$ cat src/rtl/risc_int_ctrl.sv
// -----------------------------------------------------------------------------
// risc_int_ctrl
//
// Prioritised, maskable interrupt controller for the RISC core. Rising edges on
// the irq lines are latched into a pending register; pending sources that are
// not masked are arbitrated with fixed priority (lowest index wins), and one
// request at a time is offered to the core through a request / acknowledge /
// return handshake together with the handler address of the chosen source.
//
// Ports
//   clk         system clock, all state updates on the rising edge
//   rst         asynchronous active-low reset
//   irq         interrupt lines, synchronous to clk, rising edge significant
//   mask_we     write strobe for the mask register
//   mask_wdata  new mask value, bit=1 masks the source
//   int_ack     core accepts the current request
//   iret        core has finished the handler
//   int_req     interrupt request to the core
//   int_id      index of the requested / serviced source
//   int_vec     handler address for int_id
//   busy        a handler is in service
//   pending     pending-event register (read-only view)
// -----------------------------------------------------------------------------
module risc_int_ctrl #(
    parameter int          NSRC       = 4,
    parameter int          ID_W       = 2,
    parameter logic [15:0] VEC_BASE   = 16'h0100,
    parameter logic [15:0] VEC_STRIDE = 16'h0010
) (
    input  logic            clk,
    input  logic            rst,
    input  logic [NSRC-1:0] irq,
    input  logic            mask_we,
    input  logic [NSRC-1:0] mask_wdata,
    input  logic            int_ack,
    input  logic            iret,
    output logic            int_req,
    output logic [ID_W-1:0] int_id,
    output logic [15:0]     int_vec,
    output logic            busy,
    output logic [NSRC-1:0] pending
);

    typedef enum logic [1:0] {
        ST_IDLE = 2'd0,
        ST_REQ  = 2'd1,
        ST_SERV = 2'd2
    } state_t;

    // Lowest set index of v; v is known non-zero whenever the result is used.
    function automatic logic [ID_W-1:0] prio_enc(input logic [NSRC-1:0] v);
        logic [ID_W-1:0] r;
        r = '0;
        for (int i = NSRC - 1; i >= 0; i--) begin
            r = v[i] ? ID_W'(i) : r;
        end
        return r;
    endfunction

    // Handler address of a source, wrapping modulo 2^16.
    function automatic logic [15:0] vec_of(input logic [ID_W-1:0] id);
        return VEC_BASE + (16'(id) * VEC_STRIDE);
    endfunction

    state_t          state_r;
    state_t          state_nxt_s;
    logic [NSRC-1:0] irq_q_r;
    logic [NSRC-1:0] pending_r;
    logic [NSRC-1:0] mask_r;
    logic            int_req_r;
    logic            busy_r;
    logic [ID_W-1:0] int_id_r;
    logic [15:0]     int_vec_r;

    logic [NSRC-1:0] rise_s;
    logic [NSRC-1:0] eligible_s;
    logic [NSRC-1:0] clr_s;
    logic [ID_W-1:0] winner_s;
    logic            ack_s;
    logic            withdraw_s;

    logic            int_req_nxt_s;
    logic            busy_nxt_s;
    logic [ID_W-1:0] int_id_nxt_s;
    logic [15:0]     int_vec_nxt_s;

    // Edge detection, arbitration and handshake qualifiers.
    always_comb begin
        rise_s     = irq & ~irq_q_r;
        eligible_s = pending_r & ~mask_r;
        winner_s   = prio_enc(eligible_s);
        ack_s      = (state_r == ST_REQ) && int_ack;
        // Withdraw looks at the registered mask, so a write lands one edge
        // later; a simultaneous acknowledge always wins.
        withdraw_s = (state_r == ST_REQ) && !int_ack && mask_r[int_id_r];
        if (ack_s) begin
            clr_s = {{(NSRC-1){1'b0}}, 1'b1} << int_id_r;
        end else begin
            clr_s = '0;
        end
    end

    // State register.
    always_ff @(posedge clk or negedge rst) begin
        if (!rst) begin
            state_r <= ST_IDLE;
        end else begin
            state_r <= state_nxt_s;
        end
    end

    // Next-state logic.
    always_comb begin
        state_nxt_s = state_r;
        case (state_r)
            ST_IDLE: begin
                if (eligible_s != '0) begin
                    state_nxt_s = ST_REQ;
                end else begin
                    state_nxt_s = ST_IDLE;
                end
            end
            ST_REQ: begin
                if (ack_s) begin
                    state_nxt_s = ST_SERV;
                end else if (withdraw_s) begin
                    state_nxt_s = ST_IDLE;
                end else begin
                    state_nxt_s = ST_REQ;
                end
            end
            ST_SERV: begin
                if (iret) begin
                    state_nxt_s = ST_IDLE;
                end else begin
                    state_nxt_s = ST_SERV;
                end
            end
            default: begin
                state_nxt_s = ST_IDLE;
            end
        endcase
    end

    // Next values of the registered outputs; id/vec only change on capture.
    always_comb begin
        int_req_nxt_s = int_req_r;
        busy_nxt_s    = busy_r;
        int_id_nxt_s  = int_id_r;
        int_vec_nxt_s = int_vec_r;
        case (state_r)
            ST_IDLE: begin
                if (eligible_s != '0) begin
                    int_req_nxt_s = 1'b1;
                    int_id_nxt_s  = winner_s;
                    int_vec_nxt_s = vec_of(winner_s);
                end else begin
                    int_req_nxt_s = 1'b0;
                end
            end
            ST_REQ: begin
                if (ack_s) begin
                    int_req_nxt_s = 1'b0;
                    busy_nxt_s    = 1'b1;
                end else if (withdraw_s) begin
                    int_req_nxt_s = 1'b0;
                end else begin
                    int_req_nxt_s = 1'b1;
                end
            end
            ST_SERV: begin
                if (iret) begin
                    busy_nxt_s = 1'b0;
                end else begin
                    busy_nxt_s = 1'b1;
                end
            end
            default: begin
                int_req_nxt_s = 1'b0;
                busy_nxt_s    = 1'b0;
            end
        endcase
    end

    // Output registers.
    always_ff @(posedge clk or negedge rst) begin
        if (!rst) begin
            int_req_r <= 1'b0;
            busy_r    <= 1'b0;
            int_id_r  <= '0;
            int_vec_r <= 16'h0000;
        end else begin
            int_req_r <= int_req_nxt_s;
            busy_r    <= busy_nxt_s;
            int_id_r  <= int_id_nxt_s;
            int_vec_r <= int_vec_nxt_s;
        end
    end

    // irq delay, pending and mask registers. The delay register resets to
    // zero so a line already high at reset release registers as one edge.
    // A new edge on the acknowledged source in the same cycle keeps it pending.
    always_ff @(posedge clk or negedge rst) begin
        if (!rst) begin
            irq_q_r   <= '0;
            pending_r <= '0;
            mask_r    <= '1;
        end else begin
            irq_q_r   <= irq;
            pending_r <= (pending_r & ~clr_s) | rise_s;
            if (mask_we) begin
                mask_r <= mask_wdata;
            end else begin
                mask_r <= mask_r;
            end
        end
    end

    assign int_req = int_req_r;
    assign busy    = busy_r;
    assign int_id  = int_id_r;
    assign int_vec = int_vec_r;
    assign pending = pending_r;

endmodule

$ cat config.mk
export PLATFORM = sky130hd
export DESIGN_NAME = risc_int_ctrl
export DESIGN_NICKNAME = d
export VERILOG_FILES = /design/src/rtl/risc_int_ctrl.sv
export SDC_FILE = /design/constraint.sdc
export NUM_CORES = 1
export LEC_CHECK = 0
export CORE_ASPECT_RATIO = 1.25
export CORE_MARGIN = 8
export CORE_UTILIZATION = 25
export CTS_CLUSTER_SIZE = 28
export DETAILED_ROUTE_END_ITERATION = 6
export GPL_ROUTABILITY_DRIVEN = 0
export PLACE_DENSITY_LB_ADDON = 0.12
export SLEW_MARGIN = 40
export SYNTH_ARGS = -nofsm -noshare
export SYNTH_HDL_FRONTEND = slang
export SYNTH_SLANG_ARGS = --single-unit
$ cat constraint.sdc
create_clock -name clk -period 1.9 [get_ports clk]
set_clock_uncertainty 0.1 [all_clocks]
set_input_delay 0.19 -clock clk [delete_from_list [all_inputs] [get_ports clk]]
set_output_delay 0.19 -clock clk [all_outputs]
set_load 0.01 [all_outputs]
== Word-level counts from Yosys, hierarchy flattened ==
Cells that the tools add are included.
Cells by class
  reductions and logical operators: 8
  bitwise operators: 8
  eq/ne operators: 3
  shift-type cells: 1
  add/subtract/negate cells: 1
  mux-type cells: 19
  $lt $le $gt $ge: 1
Operators with widths (number)
  4-bit bitwise AND: 3
  2-bit two-way mux: 6
  4-bit inverter: 3
  9-bit by 6-bit adder with 10-bit output, first input constant: 1
  1-bit two-way mux: 8
  1-bit case mux with 3 select lines: 2
  2-bit case mux with 3 select lines: 1
  4-bit two-way mux: 1
  4-bit bitwise OR: 1
  2-bit AND reduction: 2
  4-bit nonzero test: 1
  1-bit by 2-bit left shift with 4-bit output, first input constant: 1
  1-bit logical AND: 3
  2-bit by 3-bit < comparator with 1-bit output, second input constant: 1
  1-bit binary-select mux with 2-bit select: 1
  2-bit by 1-bit equality test with 1-bit output, second input constant: 1
  2-bit equality test, second input constant: 1
  2-bit zero test: 1
  2-bit inequality test, second input constant: 1
  1-bit zero test: 1
  1-bit inverter: 1
Word-level totals
  flip-flop bits (word level): 34
  bits of input ports: 13

== Depth between registers and ports, before layout ==
Gate-level depths: netlist (run 1).
  word-level depth: 7
  depth in mapped cells: 6

== Worst setup path after synthesis (run 1) ==
Ideal clock, no wire load.
  kind: register to register
  start point: register state_r[1]
  end point: register int_req_r (netlist: int_req)
  period minus slack after synthesis: 1497 ps
  arrival time: 1302 ps
  buffers on the path: 0
  library setup time: 95 ps
  stages on the path, launching flop included: 7
  slack: 403 ps
  required time: 1705 ps
  path through: dfrtp_1 inv_1 ha_1 nor2b_1 nand3_1 and3_1 o31ai_1
On the way
  word-level cells in the longest chain between the ends: 6
  elaborated cells between the ends (all ways): 9
  those cells by class: 2 x eq/ne; 3 x mux; 4 x reduce/logical
Ends and longest elaborated chain
  start: declaration: line 65  | state_t state_r;
  start signal: assignment: line 108  | state_r <= state_nxt_s;
  2-bit by 1-bit equality test with 1-bit output: line 92, 95, 151
  1-bit logical AND (2 in series): line 95  | withdraw_s = (state_r == ST_REQ) && !int_ack && mask_r[int_id_r];
  1-bit two-way mux: line 165  | end else if (withdraw_s) begin
  1-bit two-way mux: line 162  | if (ack_s) begin
  1-bit case mux with 3 select lines: line 151  | case (state_r)
  end signal: assignment: line 193  | int_req_r <= int_req_nxt_s;
  end: declaration: line 70  | logic int_req_r;
Parallel ways exist; a longest one is shown, timed or not.
A chain may end at the register's enable or synchronous reset.

== Worst setup path in the final report (run 1) ==
Ends and elaborated chain as after synthesis.

==> results by group, run 1 <==
Power
  • Worst VDD drop: a little under 400 uV
  • Leak: 0.5552 nW
  • Pwr per Cell Area: between 1000 and 1500 nW/um^2
  • Power, Total: 1.645 mW

Synth
  • Top cell type's share of synthesized area: 0.3817
  • Distinct cells, synth: 24
  • #FFs+latches synth: 19
  • Cell Area, Synth: ~980 sq um
  • Avg Synthesized Cell Area: roughly 11 sq um
  • Synth top area cells: dfrtp_1 38%, buf_4 11%, dfstp_2 11%, ha_1 5.1%, mux2_1 4.6%
  • Seq/Total Area, Yosys: 0.4885
  • Area leader, netlist: dfrtp_1
  • Ys Warns: 0
  • Post-Syn Instances: 91

Layout
  • Nets: 134
  • Area grow syn2layout: 29.14%
  • Layout cells sized above 1: 0.1121
  • Most frequent cells in the layout: 23 x clkdlybuf4s50_1, 15 x dfrtp_1, 13 x conb_1, 8 x inv_1, 7 x o21ai_1
  • Seq. cell area: 480.5 sq um
  • Commonest non-fill, non-tap cell in the layout: clkdlybuf4s50_1
  • Final Cell Area: 1270 sq um
  • Final Util: 0.3355
  • Fill cells: 400
  • Ant. Diodes: 0
  • Area taken by multi-input logic gates: 400.4 sq um
  • Finished Layout Cells: 170

Global routing
  • Number of global-route vias before repair: 749
  • First-pass GRT wire length: 3.567 mm
  • Busiest grt layer: met2
  • Largest net degree at the start of global routing: 20
  • GR Util met2: 0.1226
  • Global route overflow: 0
  • Gr usage total: 0.07337
  • M1 GR Usage: 0.07367
  • Met3 Use GR: 0.03151
  • Initial antenna violation count: 0

STA
  • Final-report max-slew violation count: 0
  • Final Hold Viols: 0
  • RSZ-0062 raised after global routing: no
  • Tcrit/Tclk final: 0.8795
  • Crit path time final: 1671 ps
  • Final worst-path setup slack: 229.0 ps
  • Worst hold slack: about 160 ps
  • Maximum clock rate: roughly 600 MHz
  • Setup TNS: 0 ps
  • Final setup vio count: 0

Floorplan
  • CORE AREA: 3785 sq um
  • Die Height: 86.13 microns
  • Die width: 72.10 microns
  • Starting density of the core: 0.2598
  • Die Area: 6210 sq um
  • Rows: 25
  • I/O pin total: 37

Route
  • Post-Route WL: roughly 2.1 mm
  • DRC: 0
  • Number of iterations in the first detailed-routing pass: 4
  • Via count: 667
  • Via-to-Cell Ratio: 3.924
  • Post-DRT Antenna Nets: 0
  • Routed len/inst: 12.35 microns
  • 1st-iter DRT viols: 9

Worst setup path
  • Startpoint types: flip-flop
  • FF-to-FF Start: state_r[1]
  • Critical Path RT: 1970 ps
  • Reg-to-Reg End: int_req
  • Reg2Reg Depth: 6
  • Crit path max fanout: 5
  • Critical path endpoint category: flip-flop
  • Critical path class: reg -> reg
  • WP data arrival: 1740 ps
  • Reg2Reg Setup Slack: 230 ps

CTS
  • Setup Fix Bufs, Post-CTS: 0
  • Root Buffer Master: clkbuf_8
  • CTS Buffer Depth: 2
  • Post-cts sizing count: 0
  • Reg clk slew, reported paths: ~70 ps
  • Clock sink count: 19
  • CTS tree: built
  • Cts hold-fix bufs: 0
  • H-tree Lvls: 1
  • CTS Buf Count: 3
  • Skew-Pair Late Insertion Delay: 250 ps

Place
  • DP HPWL: 1.743 mm
  • DP Worst Slack: 242.4 ps
  • Port Buffers: 23
  • Dpl cell area: approximately 1200 sq um
  • Placed cells: 166

Job
  • # Max-Cap Violations: 0

Hold path
  • Worst Hold Class: in -> async

Run status
  • Status: completed
==> critical path: stages (launching register included) <==
cell and delay (ps):
dfrtp_1 400, inv_1 90, ha_1 230, nor2b_1 260
nand3_1 100, and3_1 200, o31ai_1 210
==> final cells by class <==
| type | count | area share |
|---|---|---|
| sequential | 19 | 0.3783 |
| timing repair buffer | 25 | 0.1931 |
| multi-input combinational | 60 | 0.3153 |
| clock buffer | 3 | 0.03251 |
| clock inverter | 1 | 0.003941 |
| inverter | 8 | 0.02365 |
| tap | 54 | 0.05320 |
==> layer usage <==
metal  vias up  part of all wire
met1       313              0.41
li1        323                 -
met4         0             0.010
met2        29              0.48
met3         2              0.10
met5         -                 0
==> report_power, final <==
part / total [mW] / internal (mW) / leakage (nW) / switching, mW
Combinational: 0.730 / 0.386 / 0.318 / 0.345
Clock: 0.279 / 0.146 / 0.0255 / 0.133
Sequential: 0.635 / 0.519 / 0.211 / 0.116
==> flip-flops by register name (all words and copies together), names as in the netlist <==
| signal | cells |
|---|---|
| irq_q_r | 4 |
| pending | 4 |
| int_req | 1 |
| int_id | 1 |
| int_vec | 2 |
| state_r | 2 |
| busy | 1 |
| mask_r | 4 |
==> synthesized netlist by cell type <==
cell / number
o31ai_1: 4
inv_1: 8
nand2b_1: 3
o41ai_4: 1
o21ai_1: 7
nand2_1: 4
buf_4: 15
ha_1: 4
nand3_1: 3
buf_2: 1
conb_1: 1
a21oi_1: 3
o21ai_0: 2
dfstp_2: 4
nand3b_1: 1
o21a_1: 1
and3_1: 1
mux2i_1: 2
nor2_1: 2
nor2b_2: 1
nor2b_4: 1
dfrtp_1: 15
mux2_1: 4
nor2b_1: 3
==> cells by family (layout without fill, tap and decap cells) <==
kind of cell | Yosys count | in the layout | synth area share
buffers and inverters | 24 | 37 | 0.1501
adder cells (fa/ha/maj) | 4 | 4 | 0.05089
other | 1 | 13 | 0.003813
AO/OA/AOI/OAI | 18 | 18 | 0.1272
AND/OR/NAND/NOR | 19 | 19 | 0.1132
flip-flops | 19 | 19 | 0.4885
multiplexers | 6 | 6 | 0.06616
==> how the worst max path moves through the flow <==
stage                      to  slack [ps]  startpoint  cells after the start
floorplan             int_req         400  state_r[1]                      6
global placement      int_req         250  state_r[1]                      6
detailed placement    int_req         240  state_r[1]                      6
CTS                 int_id[1]         220  int_vec[5]                      1
global route          int_req           8  state_r[1]                      6
finish                int_req         230  state_r[1]                      6
No activity file was read; power rests on OpenSTA's default activity.
==> run 2, diff against run 1 <==
Settings changed: CAP_MARGIN set to 20, MAX_ROUTING_LAYER set to met4.
==> run 2 against run 1 <==
Global-route usage grew 0.20 points. Power is essentially flat. Design area is the same. Die area is the same. Utilization is the same. Count of clock-buffer cells in the layout is the same. Clock power is essentially flat. First-iteration DRC count is the same. Highest routed layer unchanged. Critical path type unchanged. Setup slack is the same. Register-to-register slack is essentially flat.
==> results by group, run 2 (synthesis gave the netlist of run 1 again) <==
Power
  • P_int: 1.051 mW (unchanged)
  • Worst VDD drop: 398.0 uV (was 397.9 uV)
  • Net Sw Frac: 0.3613 (was 0.3612)
  • Leak: 0.5552 nW (unchanged)
  • Seq pwr share: 0.386 (about the same)
  • Power share of the clock group: 0.170 (about the same)
  • Gate power share: 0.444 (about the same)
  • Pwr per Cell Area: 1295 nW/um^2 (about the same)
  • Switching pwr: 594.2 uW (was 594.1 uW)

Layout
  • Seq. cell area: 480.5 sq um (unchanged)
  • Area taken by multi-input logic gates: 400.4 sq um (unchanged)
  • Commonest non-fill, non-tap cell in the layout: clkdlybuf4s50_1 (unchanged)
  • Layout cells sized above 1: 0.1121 (unchanged)
  • Final Util: 0.3355 (unchanged)
  • Nets: 134 (unchanged)
  • Ant. Diodes: 0 (unchanged)
  • Finished Layout Cells: 170 (unchanged)
  • Fill cells: 400 (unchanged)
  • Most frequent cells in the layout: 23 x clkdlybuf4s50_1, 15 x dfrtp_1, 13 x conb_1, 8 x inv_1, 7 x o21ai_1 (unchanged)
  • Area grow syn2layout: 29.14% (unchanged)

Worst setup path
  • WP data arrival: 1740 ps (about the same)
  • Critical Path RT: 1970 ps (about the same)
  • Startpoint types: flip-flop (unchanged)
  • Crit path max fanout: 5 (unchanged)
  • Critical path class: reg -> reg (unchanged)
  • Reg-to-Reg End: int_req (unchanged)
  • FF-to-FF Start: state_r[1] (unchanged)
  • Critical path endpoint category: flip-flop (unchanged)
  • Reg2Reg Setup Slack: 230 ps (about the same)
  • Reg2Reg Depth: 6 (unchanged)

STA
  • Final setup vio count: 0 (unchanged)
  • Crit path time final: 1671 ps (unchanged)
  • Tcrit/Tclk final: 0.8795 (unchanged)
  • RSZ-0062 raised after global routing: no (unchanged)
  • Final-report max-slew violation count: 0 (unchanged)
  • Setup TNS: 0 ps (unchanged)
  • Maximum clock rate: 598.4 MHz (unchanged)
  • Final Hold Viols: 0 (unchanged)

Route
  • Routed len/inst: 12.35 microns (unchanged)
  • Number of iterations in the first detailed-routing pass: 4 (unchanged)
  • Post-Route WL: 2.100 mm (unchanged)
  • DRC: 0 (unchanged)
  • Via-to-Cell Ratio: 3.924 (unchanged)
  • Via count: 667 (unchanged)
  • Post-DRT Antenna Nets: 0 (unchanged)
  • 1st-iter DRT viols: 9 (unchanged)

Floorplan
  • Die width: 72.10 microns (unchanged)
  • CORE AREA: 3785 sq um (unchanged)
  • Starting density of the core: 0.2598 (unchanged)
  • I/O pin total: 37 (unchanged)
  • Die Height: 86.13 microns (unchanged)
  • Rows: 25 (unchanged)
  • Die Area: 6210 sq um (unchanged)

CTS
  • Setup Fix Bufs, Post-CTS: 0 (unchanged)
  • CTS Buf Count: 3 (unchanged)
  • Root Buffer Master: clkbuf_8 (unchanged)
  • Cts hold-fix bufs: 0 (unchanged)
  • Reg clk slew, reported paths: 70 ps (about the same)
  • CTS Buffer Depth: 2 (unchanged)
  • CTS tree: built (unchanged)
  • Skew-Pair Late Insertion Delay: 250 ps (about the same)
  • Post-cts sizing count: 0 (unchanged)
  • H-tree Lvls: 1 (unchanged)
  • Clock sink count: 19 (unchanged)

Hold path
  • Worst Hold Class: in -> async (unchanged)

Global routing
  • Largest net degree at the start of global routing: 20 (unchanged)
  • Initial antenna violation count: 0 (unchanged)
  • Gr usage total: 0.07534 (was 0.07337)
  • Number of global-route vias before repair: 750 (was 749)
  • Global route overflow: 0 (unchanged)
  • First-pass GRT wire length: 3.560 mm (was 3.567 mm)

Job
  • # Max-Cap Violations: 0 (unchanged)

Run status
  • Status: completed (unchanged)

Place
  • Port Buffers: 23 (unchanged)
  • DP HPWL: 1.743 mm (unchanged)
  • Placed cells: 166 (unchanged)
run 2: routing by layer:
| layer | vias to the layer above | share of wire | global-route usage |
|---|---|---|---|
| li1 | 323 | - | - |
| met1 | 313 | 0.42 | 0.07708 |
| met2 | 29 | 0.48 | 0.1226 |
| met3 | 2 | 0.085 | 0.02567 |
| met4 | 0 | 0.010 | 0.04283 |
| met5 | - | 0 | - |
run 2: layout make-up:
| cell class | instances | area share |
|---|---|---|
| clock buffer | 3 | 0.03251 |
| clock inverter | 1 | 0.003941 |
| inverter | 8 | 0.02365 |
| multi-input combinational | 60 | 0.3153 |
| sequential | 19 | 0.3783 |
| tap | 54 | 0.05320 |
| timing repair buffer | 25 | 0.1931 |
run 2: how the worst max path moves through the flow:
stage / depth (start not counted) / end / slack, ps / start
after floorplan: 6 / int_req / 400 / state_r[1]
after global routing: 6 / int_req / 8 / state_r[1]
final: 6 / int_req / 230 / state_r[1]
after global placement: 6 / int_req / 250 / state_r[1]
after detailed placement: 6 / int_req / 240 / state_r[1]
after CTS: 1 / int_id[1] / 220 / int_vec[5]
run 2: worst max-delay path: stages (launching register included):
cell     delay [ps]
dfrtp_1         400
inv_1            90
ha_1            230
nor2b_1         260
nand3_1         100
and3_1          200
o31ai_1         210
run 2: power by group through the flow:
stage | combinational, mW | clock [mW] | sequential [mW]
finish | 0.731 | 0.279 | 0.635
global route | 0.811 | 0.310 | 0.655
CTS | 0.745 | 0.292 | 0.640
detailed placement | 0.739 | 0 | 0.647
global placement | 0.739 | 0 | 0.647
floorplan | 0.453 | 0 | 0.631
run 2: metrics by stage:
stage / total power [mW] / cell area [sq um] / hold slack (ps) / worst slack (ps)
finish: 1.645 / 1270 / 162.9 / 229.0
global route: 1.776 / 1270 / 201.4 / 8.392
CTS: 1.677 / 1270 / 168.2 / 216.7
detailed placement: 1.386 / 1224 / 300.6 / 242.4
global placement: 1.386 / 1224 / 292.5 / 248.5
floorplan: 1.085 / 1028 / -205.6 / 402.8
==> run 3, diff against run 2 <==
Settings changed: SETUP_SLACK_MARGIN set to 0.02.
==> run 3 against run 2 <==
Critical path depth is 5 lower. Largest cell class unchanged. Clock power is essentially flat. Design area is 0.20% higher. Worst hold slack gained 0.93 ps. Highest routed layer unchanged. Critical endpoint is now int_id[1]. Routed wire length rose by 0.19%. Utilization is 0.066 points higher. Die area is the same. Power rose by 0.11%. Combinational power barely moved. Count of clock-buffer cells in the layout unchanged. Critical path type is now reg -> out. Fmax up 0.26%. Non-clock buffer count stayed put.
==> results by group, run 3 (synthesis gave the netlist of run 1 again) <==
Route
  • 1st-iter DRT viols: 10 (was 9)
  • Number of iterations in the first detailed-routing pass: 4 (unchanged)
  • DRC: 0 (unchanged)
  • Post-DRT Antenna Nets: 0 (unchanged)
  • Via-to-Cell Ratio: 3.935 (was 3.924)
  • Routed len/inst: 12.38 microns (was 12.35 microns)
  • Post-Route WL: 2.104 mm (was 2.100 mm)
  • Via count: 669 (was 667)

Worst setup path
  • CP cell instances: clkdlybuf4s50_1 (was inv_1 > ha_1 > nor2b_1 > nand3_1 > and3_1 > o31ai_1)
  • CP max stage delay: 600 ps (was 400 ps)
  • Critical path class: reg -> out (was reg -> reg)
  • Crit path buf inv count: 1 (unchanged)
  • WP data arrival: 1380 ps (was 1740 ps)
  • Critical path endpoint category: output port (was flip-flop)
  • CP max stage cell: clkdlybuf4s50_1 (was dfrtp_1)
  • Crit path max fanout: 8 (was 5)
  • Critical Path RT: 1610 ps (was 1970 ps)
  • Top Family by Delay on Critical Path: buffers and inverters (was simple AND/OR/NAND/NOR gates)
  • Startpoint types: flip-flop (unchanged)

STA
  • RSZ-0062 raised after global routing: no (unchanged)
  • Crit path time final: 1667 ps (was 1671 ps)
  • Worst hold slack: 163.8 ps (was 162.9 ps)
  • Final setup vio count: 0 (unchanged)
  • Final-report max-slew violation count: 0 (unchanged)
  • Setup TNS: 0 ps (unchanged)
  • Final worst-path setup slack: 233.4 ps (was 229.0 ps)
  • Final Hold Viols: 0 (unchanged)
  • Maximum clock rate: 600.0 MHz (was 598.4 MHz)
  • Tcrit/Tclk final: 0.8772 (was 0.8795)

Place
  • Port Buffers: 23 (unchanged)
  • DP Worst Slack: 242.4 ps (unchanged)
  • DP HPWL: 1.743 mm (unchanged)
  • Dpl cell area: 1224 sq um (unchanged)

Global routing
  • Global route overflow: 0 (unchanged)
  • Busiest grt layer: met2 (unchanged)
  • Initial antenna violation count: 0 (unchanged)
  • Largest net degree at the start of global routing: 20 (unchanged)
  • Gr usage total: 0.07534 (unchanged)
  • Number of global-route vias before repair: 750 (unchanged)
  • GR Util met2: 0.1226 (unchanged)
  • Met3 Use GR: 0.02567 (unchanged)
  • M1 GR Usage: 0.07708 (unchanged)
  • First-pass GRT wire length: 3.560 mm (unchanged)

CTS
  • Post-cts sizing count: 0 (unchanged)
  • CTS Buffer Depth: 2 (unchanged)
  • CTS tree: built (unchanged)
  • Reg clk slew, reported paths: 70 ps (about the same)
  • Cts hold-fix bufs: 0 (unchanged)
  • H-tree Lvls: 1 (unchanged)
  • Root Buffer Master: clkbuf_8 (unchanged)
  • Setup Fix Bufs, Post-CTS: 0 (unchanged)
  • CTS Buf Count: 3 (unchanged)
  • Clock sink count: 19 (unchanged)
  • Skew-Pair Late Insertion Delay: 250 ps (about the same)

Hold path
  • Worst Hold Class: in -> async (unchanged)

Layout
  • Nets: 134 (unchanged)
  • Layout cells sized above 1: 0.1207 (was 0.1121)
  • Most frequent cells in the layout: 23 x clkdlybuf4s50_1, 15 x dfrtp_1, 13 x conb_1, 8 x inv_1, 7 x o21ai_1 (unchanged)
  • Commonest non-fill, non-tap cell in the layout: clkdlybuf4s50_1 (unchanged)
  • Area grow syn2layout: 29.39% (was 29.14%)
  • Ant. Diodes: 0 (unchanged)
  • Final Cell Area: 1272 sq um (was 1270 sq um)

Power
  • Leak: 0.5558 nW (was 0.5552 nW)
  • Worst VDD drop: 395.7 uV (was 398.0 uV)
  • Pwr per Cell Area: 1294 nW/um^2 (was 1295 nW/um^2)

Floorplan
  • Die Height: 86.13 microns (unchanged)
  • CORE AREA: 3785 sq um (unchanged)
  • Die width: 72.10 microns (unchanged)
  • Starting density of the core: 0.2598 (unchanged)
  • I/O pin total: 37 (unchanged)
  • Die Area: 6210 sq um (unchanged)
  • Rows: 25 (unchanged)

Run status
  • Status: completed (unchanged)

Job
  • # Max-Cap Violations: 0 (unchanged)
## run 3: changes by cell type in the layout (fill, tap and decap cells not counted)
| cell | before | now |
|---|---|---|
| nor2b_1 | 3 | 2 |
| nor2b_2 | 1 | 2 |
## run 3: power breakdown
group / internal (mW) / switching (mW) / leakage, nW
combinational: 0.388 / 0.345 / 0.319
sequential: 0.519 / 0.117 / 0.211
clock: 0.146 / 0.132 / 0.0255
## run 3: final cells by class
type                    instances  area, sq um
clock buffers                   3        41.29
repair buffers                 25        245.2
flip-flops and latches         19        480.5
multi-input cells              60        402.9
clock inverters                 1        5.005
inverters                       8        30.03
well taps                      54        67.56
fillers                       399         2512
## run 3: routing by layer
layer | up-vias | share of wire
li1 | 323 | -
met1 | 311 | 0.42
met2 | 33 | 0.48
met3 | 2 | 0.089
met4 | 0 | 0.010
met5 | - | 0
## run 3: path summary, 6_finish.rpt
check                           start  depth (start not counted)  slack [ps]    endpoint
setup / recovery           int_vec[5]                          1         230   int_id[1]
hold / removal                    rst                          2         160  pending[3]
setup reg to reg           state_r[1]                          6         290     int_req
hold reg to reg            irq_q_r[1]                          1         310  pending[1]
max in group asynchronous         rst                          2        1270   mask_r[2]
min in group clk               irq[3]                          1         300  irq_q_r[3]
## run 3: through the flow
step	utilization	std cells	power, mW
final	0.3362	170	1.646
after global routing	0.3362	170	1.779
after CTS	0.3355	170	1.677
after detailed placement	0.3233	166	1.386
after global placement	0.3233	166	1.386
after floorplan	-	103	1.085
